$ cat src/rtl/branch_resolve_table_if.sv
// branch_resolve_table_if: dispatch/resolve/commit bus of the branch resolve table.
// The master side (ROB, dispatch, branch RS) drives alloc/resolve/commit.
// The slave side (the table) returns commit_ready, the flush pulse and the redirect PC.
// It also returns debug views of the FSM state and of the per-entry valid/resolved bits.
interface branch_resolve_table_if #(
    parameter int ROB_DEPTH = 3
);
    localparam int ENTRIES = 1 << ROB_DEPTH;

    logic                 alloc_valid;
    logic [ROB_DEPTH-1:0] alloc_rob;
    logic [31:0]          alloc_pred_pc;

    logic                 resolve_valid;
    logic [ROB_DEPTH-1:0] resolve_rob;
    logic [31:0]          resolve_target_pc;

    logic                 commit_valid;
    logic [ROB_DEPTH-1:0] commit_rob;
    logic                 commit_ready;

    logic                 move_flush;
    logic [31:0]          redirect_pc;

    // Debug view: 1 while the FSM is in FLUSH, plus the entry flags.
    logic                 dbg_state;
    logic [ENTRIES-1:0]   dbg_valid;
    logic [ENTRIES-1:0]   dbg_resolved;

    modport master (
        output alloc_valid, alloc_rob, alloc_pred_pc,
        output resolve_valid, resolve_rob, resolve_target_pc,
        output commit_valid, commit_rob,
        input  commit_ready, move_flush, redirect_pc,
        input  dbg_state, dbg_valid, dbg_resolved
    );

    modport slave (
        input  alloc_valid, alloc_rob, alloc_pred_pc,
        input  resolve_valid, resolve_rob, resolve_target_pc,
        input  commit_valid, commit_rob,
        output commit_ready, move_flush, redirect_pc,
        output dbg_state, dbg_valid, dbg_resolved
    );
endinterface

$ cat src/rtl/branch_resolve_table.sv
// branch_resolve_table: tracks in-flight control-flow instructions by ROB tag.
// It compares the predicted next PC with the resolved one at commit time.
// On a mispredict it raises a one-cycle move_flush together with redirect_pc.
//
// Optional feature: define BRT_STATS_EN to add the stat_branches and
// stat_mispredicts counters.
//
// Commit handshake: a commit is taken on a rising edge when commit_valid and
// commit_ready are both high. commit_ready drops only when the committing tag is
// tracked and still unresolved. While it is low, the ROB holds commit_valid and
// commit_rob stable.
// A resolve arriving in the same cycle as the commit is bypassed into the compare.
module branch_resolve_table #(
    parameter int ROB_DEPTH = 3
) (
    input  logic                          clk,
    input  logic                          rst,
    branch_resolve_table_if.slave         bus
`ifdef BRT_STATS_EN
    ,
    output logic [31:0]                   stat_branches,
    output logic [31:0]                   stat_mispredicts
`endif
);
    localparam int ENTRIES = 1 << ROB_DEPTH;

    typedef enum logic {
        IDLE  = 1'b0,
        FLUSH = 1'b1
    } state_t;

    state_t              state;
    logic                flush_q;
    logic [31:0]         redirect_q;

    logic [ENTRIES-1:0]  valid;
    logic [ENTRIES-1:0]  resolved;
    logic [31:0]         pred_pc [ENTRIES];
    logic [31:0]         act_pc  [ENTRIES];

    logic                resolve_hit;
    logic                commit_ready;
    logic [31:0]         act_eff;
    logic                mispredict;
    logic                commit_fire;
    logic                resolve_fire;
    logic                alloc_fire;

    // Decode this cycle's events; everything is gated off while flushing.
    always_comb begin
        resolve_hit  = bus.resolve_valid && (bus.resolve_rob == bus.commit_rob);
        commit_ready = !bus.commit_valid
                    || !valid[bus.commit_rob]
                    || resolved[bus.commit_rob]
                    || resolve_hit;
        act_eff      = resolve_hit ? bus.resolve_target_pc : act_pc[bus.commit_rob];
        mispredict   = (act_eff != pred_pc[bus.commit_rob]);
        commit_fire  = (state == IDLE) && bus.commit_valid
                    && valid[bus.commit_rob] && commit_ready;
        resolve_fire = (state == IDLE) && bus.resolve_valid && valid[bus.resolve_rob];
        alloc_fire   = (state == IDLE) && bus.alloc_valid;
    end

    // Entry storage.
    // The writes are ordered resolve, then commit-clear, then alloc.
    // Because the later non-blocking write wins, alloc beats commit on the same tag.
    // Resolve against a not-yet-valid tag was already rejected by resolve_fire.
    always_ff @(posedge clk or negedge rst) begin
        if (!rst) begin
            valid    <= '0;
            resolved <= '0;
            for (int i = 0; i < ENTRIES; i++) begin
                pred_pc[i] <= 32'h0;
                act_pc[i]  <= 32'h0;
            end
        end else if (state == FLUSH) begin
            valid    <= '0;
            resolved <= '0;
            for (int i = 0; i < ENTRIES; i++) begin
                pred_pc[i] <= 32'h0;
                act_pc[i]  <= 32'h0;
            end
        end else begin
            if (resolve_fire) begin
                resolved[bus.resolve_rob] <= 1'b1;
                act_pc[bus.resolve_rob]   <= bus.resolve_target_pc;
            end
            if (commit_fire) begin
                valid[bus.commit_rob]    <= 1'b0;
                resolved[bus.commit_rob] <= 1'b0;
                pred_pc[bus.commit_rob]  <= 32'h0;
                act_pc[bus.commit_rob]   <= 32'h0;
            end
            if (alloc_fire) begin
                valid[bus.alloc_rob]    <= 1'b1;
                resolved[bus.alloc_rob] <= 1'b0;
                pred_pc[bus.alloc_rob]  <= bus.alloc_pred_pc;
                act_pc[bus.alloc_rob]   <= 32'h0;
            end
        end
    end

    // Flush FSM: a committed mispredict enters FLUSH for exactly one cycle.
    // move_flush and redirect_pc come straight from registers.
    always_ff @(posedge clk or negedge rst) begin
        if (!rst) begin
            state      <= IDLE;
            flush_q    <= 1'b0;
            redirect_q <= 32'h0;
        end else begin
            case (state)
                IDLE: begin
                    if (commit_fire && mispredict) begin
                        state      <= FLUSH;
                        flush_q    <= 1'b1;
                        redirect_q <= act_eff;
                    end else begin
                        flush_q    <= 1'b0;
                    end
                end
                FLUSH: begin
                    state   <= IDLE;
                    flush_q <= 1'b0;
                end
                default: begin
                    state   <= IDLE;
                    flush_q <= 1'b0;
                end
            endcase
        end
    end

`ifdef BRT_STATS_EN
    // Statistics: commits of tracked entries, and entries into FLUSH.
    always_ff @(posedge clk or negedge rst) begin
        if (!rst) begin
            stat_branches    <= 32'h0;
            stat_mispredicts <= 32'h0;
        end else begin
            if (commit_fire) begin
                stat_branches <= stat_branches + 32'd1;
            end
            if (commit_fire && mispredict) begin
                stat_mispredicts <= stat_mispredicts + 32'd1;
            end
        end
    end
`endif

    assign bus.commit_ready = commit_ready;
    assign bus.move_flush   = flush_q;
    assign bus.redirect_pc  = redirect_q;
    assign bus.dbg_state    = (state == FLUSH);
    assign bus.dbg_valid    = valid;
    assign bus.dbg_resolved = resolved;

endmodule
$ cat src/flat_wrapper.sv
// flat-port wrapper written by rule: the top's interface ports become plain ports
module branch_resolve_table_flat 
#(
    parameter int ROB_DEPTH = 3
)
  (clk, rst, bus_alloc_valid, bus_alloc_rob, bus_alloc_pred_pc, bus_resolve_valid, bus_resolve_rob, bus_resolve_target_pc, bus_commit_valid, bus_commit_rob, bus_commit_ready, bus_move_flush, bus_redirect_pc, bus_dbg_state, bus_dbg_valid, bus_dbg_resolved);
  branch_resolve_table_if #(.ROB_DEPTH(ROB_DEPTH)) bus_i ();
  input  logic clk;
  input  logic rst;
  input wire logic [$bits(bus_i.alloc_valid)-1:0] bus_alloc_valid;
  input wire logic [$bits(bus_i.alloc_rob)-1:0] bus_alloc_rob;
  input wire logic [$bits(bus_i.alloc_pred_pc)-1:0] bus_alloc_pred_pc;
  input wire logic [$bits(bus_i.resolve_valid)-1:0] bus_resolve_valid;
  input wire logic [$bits(bus_i.resolve_rob)-1:0] bus_resolve_rob;
  input wire logic [$bits(bus_i.resolve_target_pc)-1:0] bus_resolve_target_pc;
  input wire logic [$bits(bus_i.commit_valid)-1:0] bus_commit_valid;
  input wire logic [$bits(bus_i.commit_rob)-1:0] bus_commit_rob;
  output wire logic [$bits(bus_i.commit_ready)-1:0] bus_commit_ready;
  output wire logic [$bits(bus_i.move_flush)-1:0] bus_move_flush;
  output wire logic [$bits(bus_i.redirect_pc)-1:0] bus_redirect_pc;
  output wire logic [$bits(bus_i.dbg_state)-1:0] bus_dbg_state;
  output wire logic [$bits(bus_i.dbg_valid)-1:0] bus_dbg_valid;
  output wire logic [$bits(bus_i.dbg_resolved)-1:0] bus_dbg_resolved;
  assign bus_i.alloc_valid = bus_alloc_valid;
  assign bus_i.alloc_rob = bus_alloc_rob;
  assign bus_i.alloc_pred_pc = bus_alloc_pred_pc;
  assign bus_i.resolve_valid = bus_resolve_valid;
  assign bus_i.resolve_rob = bus_resolve_rob;
  assign bus_i.resolve_target_pc = bus_resolve_target_pc;
  assign bus_i.commit_valid = bus_commit_valid;
  assign bus_i.commit_rob = bus_commit_rob;
  assign bus_commit_ready = bus_i.commit_ready;
  assign bus_move_flush = bus_i.move_flush;
  assign bus_redirect_pc = bus_i.redirect_pc;
  assign bus_dbg_state = bus_i.dbg_state;
  assign bus_dbg_valid = bus_i.dbg_valid;
  assign bus_dbg_resolved = bus_i.dbg_resolved;
  branch_resolve_table #(.ROB_DEPTH(ROB_DEPTH)) u_core (.clk(clk), .rst(rst), .bus(bus_i));
endmodule
$ cat config.mk
export PLATFORM = sky130hd
export DESIGN_NAME = branch_resolve_table_flat
export DESIGN_NICKNAME = d
export VERILOG_FILES = /design/src/rtl/branch_resolve_table_if.sv /design/src/rtl/branch_resolve_table.sv /design/src/flat_wrapper.sv
export SDC_FILE = /design/constraint.sdc
export NUM_CORES = 1
export LEC_CHECK = 0
export CAP_MARGIN = 20
export CORE_MARGIN = 2
export CORE_UTILIZATION = 30
export DETAILED_ROUTE_END_ITERATION = 8
export DONT_BUFFER_PORTS = 1
export PLACE_DENSITY_LB_ADDON = 0.1
export SETUP_SLACK_MARGIN = 0.1
export SYNTH_ARGS = -nofsm -noshare
export SYNTH_HDL_FRONTEND = slang
export SYNTH_SLANG_ARGS = --single-unit
$ cat constraint.sdc
create_clock -name clk -period 4.2 [get_ports clk]
set_clock_uncertainty 0.2 [all_clocks]
set_input_delay 0.42 -clock clk [delete_from_list [all_inputs] [get_ports clk]]
set_output_delay 0.42 -clock clk [all_outputs]
set_load 0.05 [all_outputs]
==> run_results.csv <==
group,metric,value,unit
clock_tree,cts_max_level,3,
global_route,grt_pass1_wl,168000,um
clock_tree,cts_root_buf,"clkbuf_16",
logic_synthesis,muxShareOfSynthArea,0.109,
logic_synthesis,syn_inst,2676,
logic_synthesis,synth-xor-area-share,0.00817,
power,power.switching,6.64,mW
setup_path,critPathRequiredTime,4.49,ns
setup_path,worstPathCellList,"inv_1 > buf_4 > a221oi_2 > buf_4 > a21oi_1 > nor4_1 > nand4_1 > nor4_2 > a21boi_4 > buf_12 > mux2_4",
power,sw_frac_of_total,0.346,
global_route,grt_max_degree,562,
place,placedInstanceArea,28400,um^2
place,io_buffers,0,
status,violations,"DRC, hold timing",
sta,finalSetupTns,0,ns
drt,via_per_inst,5.70,
logic_synthesis,ys.flop_type,"dfrtp_1",
power,clkPwrFrac,0.311,
global_route,grt-ovfl-total,0,
logic_synthesis,synth_fa_ha_area_frac,0,
die,start_util,0.303,
sta,worst_pin_slew,1.49,ns
die,io_pins,129,
layout,register_area,14000,um^2
layout,final_cell_mix,"nand2_1 (577), dfrtp_1 (560), a21oi_1 (274)",
sta,fin_crit_sh,0.936,
place,gp_congestion,0.823,
setup_path,r2r_slack,0.40,ns
clock_tree,clkTransAtPathRegs,0.06,ns
sta,period_needed,3.93,ns
layout,final_cell_area,31300,um^2
power,cellLeakagePower,13.8,nW
sta,max_clock_freq,254,MHz
sta,slew_violations,0,
logic_synthesis,syn_nets,2754,
sta,worst_hold_slack,-0.654,ns
power,power_density,614,nW/um^2
clock_tree,hold_buffers,65,
logic_synthesis,ys_warn_count,0,
setup_path,endpoint_kind,"flop",
die,core_area,88500,um^2
power,p_int,12.6,mW
sta,setup-violations-final,0,
clock_tree,clk_path_buf_depth,3,
logic_synthesis,synth.avg_cell_area,10.0,um^2
place,hpwl,67100,um
setup_path,arrival,4.22,ns
setup_path,crit_start,"bus_commit_rob[2]",
sta,hold_viol,561,
status,status,"finished, violations left",
clock_tree,clock_latency,0.62,ns
drt,drc_errors,18,
global_route,grt_usage,0.255,
logic_synthesis,synth_compound_area_frac,0.180,
clock_tree,cts_tree,"done",
die,die-height,303,um
logic_synthesis,synth_area_leader_cell,"dfrtp_1",
clock_tree,clock_sinks,561,
logic_synthesis,yosysSeqAreaShare,0.524,
layout,drive_above_1_share,0.142,
setup_path,r2r_cells,10,
die,die_w,303,um
setup_path,criticalPathCategory,"input pin to flop",
die,placementRows,109,
logic_synthesis,syn_area,26800,um^2
sta,relSlewSlack,0.00638,
setup_path,cp_max_fo,195,
drt,antenna_left,0,
setup_path,rr_startpoint,"u_core.act_pc[56]",
logic_synthesis,synth_cell_types,65,
logic_synthesis,synthSimpleGateAreaFrac,0.130,
global_route,antenna_found_initial,5,
layout,final_common_cell,"nand2_1",
power,p_comb_frac,0.242,
power,vdd_ir_drop_max,0.320,mV
drt,first_pass_iters,9,
logic_synthesis,synth-seq-cells,561,
global_route,grt_pass1_vias,22000,
drt,vias,22000,
drt,wl,117000,um
layout,multi_input_area,11600,um^2
power,power,19.2,mW
logic_synthesis,synth_top_family_by_area,"compound AO/OA/AOI/OAI gates",
drt,dr.first_iter.drc_count,2315,
layout,nNetsFinal,2726,
sta,rsz0062_at_grt,"no",
setup_path,critPathLaunchType,"input pin",
die,dieArea,91700,um^2
setup_path,crit_top_cell,"buf_4",
setup_path,critPathSlowestCell,"nor4_1",
drt,wire_per_inst,30.3,um
logic_synthesis,yosysTopAreaCellShare,0.524,
flow_run,maxCapViolCount,0,
setup_path,critPathMaxStageDelay,0.57,ns
logic_synthesis,synthArstFlopShare,1.00,
clock_tree,cts_made_buffers,68,
min_path,hold_class,"input pin to asynchronous set/reset pin",
layout,syn_to_final_growth,16.8,%
logic_synthesis,synth_enable_flop_cells,0,
setup_path,crit_path_end,"u_core.bus.redirect_pc[15]",
setup_path,reg2reg_to,"u_core.bus.redirect_pc[15]",
layout,fillers,8757,
logic_synthesis,yosys-top-cells-area,"dfrtp_1 (52%), nand2_1 (8.2%), a21oi_1 (5.2%)",
power,power_frac_seq,0.447,
==> cell usage after synthesis, drive strengths merged, types with 5 or more instances <==
library cell	instances
buf	57
and2	10
clkbuf	227
dfrtp	561
a22o	130
nand2	585
a31oi	6
mux4	43
a31o	8
nand2b	9
and3	17
o221ai	36
a21oi	277
inv	16
a211oi	5
nor2	161
nor4	6
a22oi	177
mux2i	114
o22ai	20
xor2	9
nand3	32
mux2	65
nor3	7
o21ai	19
nor2b	5
xnor2	16
nand3b	6
a221oi	5
==> worst max-delay path: cells and delay by family <==
kind | cells | cell delay [ns]
multiplexers | 1 | 0.31
AO/OA/AOI/OAI | 3 | 0.70
AND/OR/NAND/NOR | 3 | 1.21
buffers and inverters | 4 | 1.19
==> final cells by class <==
type,instances,area share
Clock inverter,14,0.00476
Multi-Input combinational cell,1814,0.372
Sequential cell,561,0.449
Antenna cell,4,0.000320
Clock buffer,101,0.0658
Inverter,17,0.00204
Timing Repair Buffer,186,0.0598
Tap cell,1165,0.0466
==> routing by layer <==
metal / global-route usage / wire, um
met1: 0.348 / 51000
met3: 0.0491 / 7880
met2: 0.405 / 54100
met4: 0.0846 / 3980
met5: 0 / 13
==> power by group through the flow <==
stage	registers [mW]	logic [mW]	clock network, mW
detailed placement	8.62	4.48	0
global placement	8.59	4.40	0
CTS	8.54	4.64	6.12
finish	8.58	4.64	5.98
global route	8.75	5.01	6.32
floorplan	8.39	2.99	0
==> how the worst min path moves through the flow <==
stage | start | to | slack [ns] | cells past startpoint
after floorplan | rst | u_core.act_pc[0] | -0.08 | 0
final | rst | u_core.pred_pc[230] | -0.65 | 0
after global routing | rst | u_core.pred_pc[140] | -0.72 | 0
after CTS | rst | u_core.pred_pc[230] | -0.70 | 0
after detailed placement | rst | u_core.pred_pc[230] | -0.04 | 0
after global placement | rst | u_core.pred_pc[230] | -0.04 | 0
==> registers in the layout, indices dropped and copies added, names as in the netlist <==
name / flops
u_core.bus.dbg_resolved: 8
u_core.bus.dbg_state: 1
u_core.bus.redirect_pc: 32
u_core.act_pc: 256
u_core.pred_pc: 256
u_core.bus.dbg_valid: 8
==> repair_timing <==
action / CTS / global route
setup buffers: 0 / 0
gates resized for setup: 0 / 1
endpoints found under the hold margin: 1099 / 561
endpoints found under the setup margin: 0 / 17
==> metrics by stage <==
step,instances,util,hold WS [ns],worst slack (ns)
after floorplan,2676,-,-0.0756,0.598
after global placement,3678,0.321,-0.0423,-0.251
after detailed placement,3678,0.321,-0.0382,-0.229
after CTS,3858,0.353,-0.702,0.330
after global routing,3860,0.354,-0.723,0.279
final,3862,0.354,-0.654,0.267
==> cell families (layout without fill, tap and decap cells) <==
logic type             after synthesis  count (layout)
AND/OR/NAND/NOR                    857             857
AO/OA/AOI/OAI                      710             710
flip-flops                         561             561
buffers and inverters              301             318
multiplexers                       222             222
XOR/XNOR                            25              25
other                                0               4
Note: power is estimated with default switching activity, not from simulation.
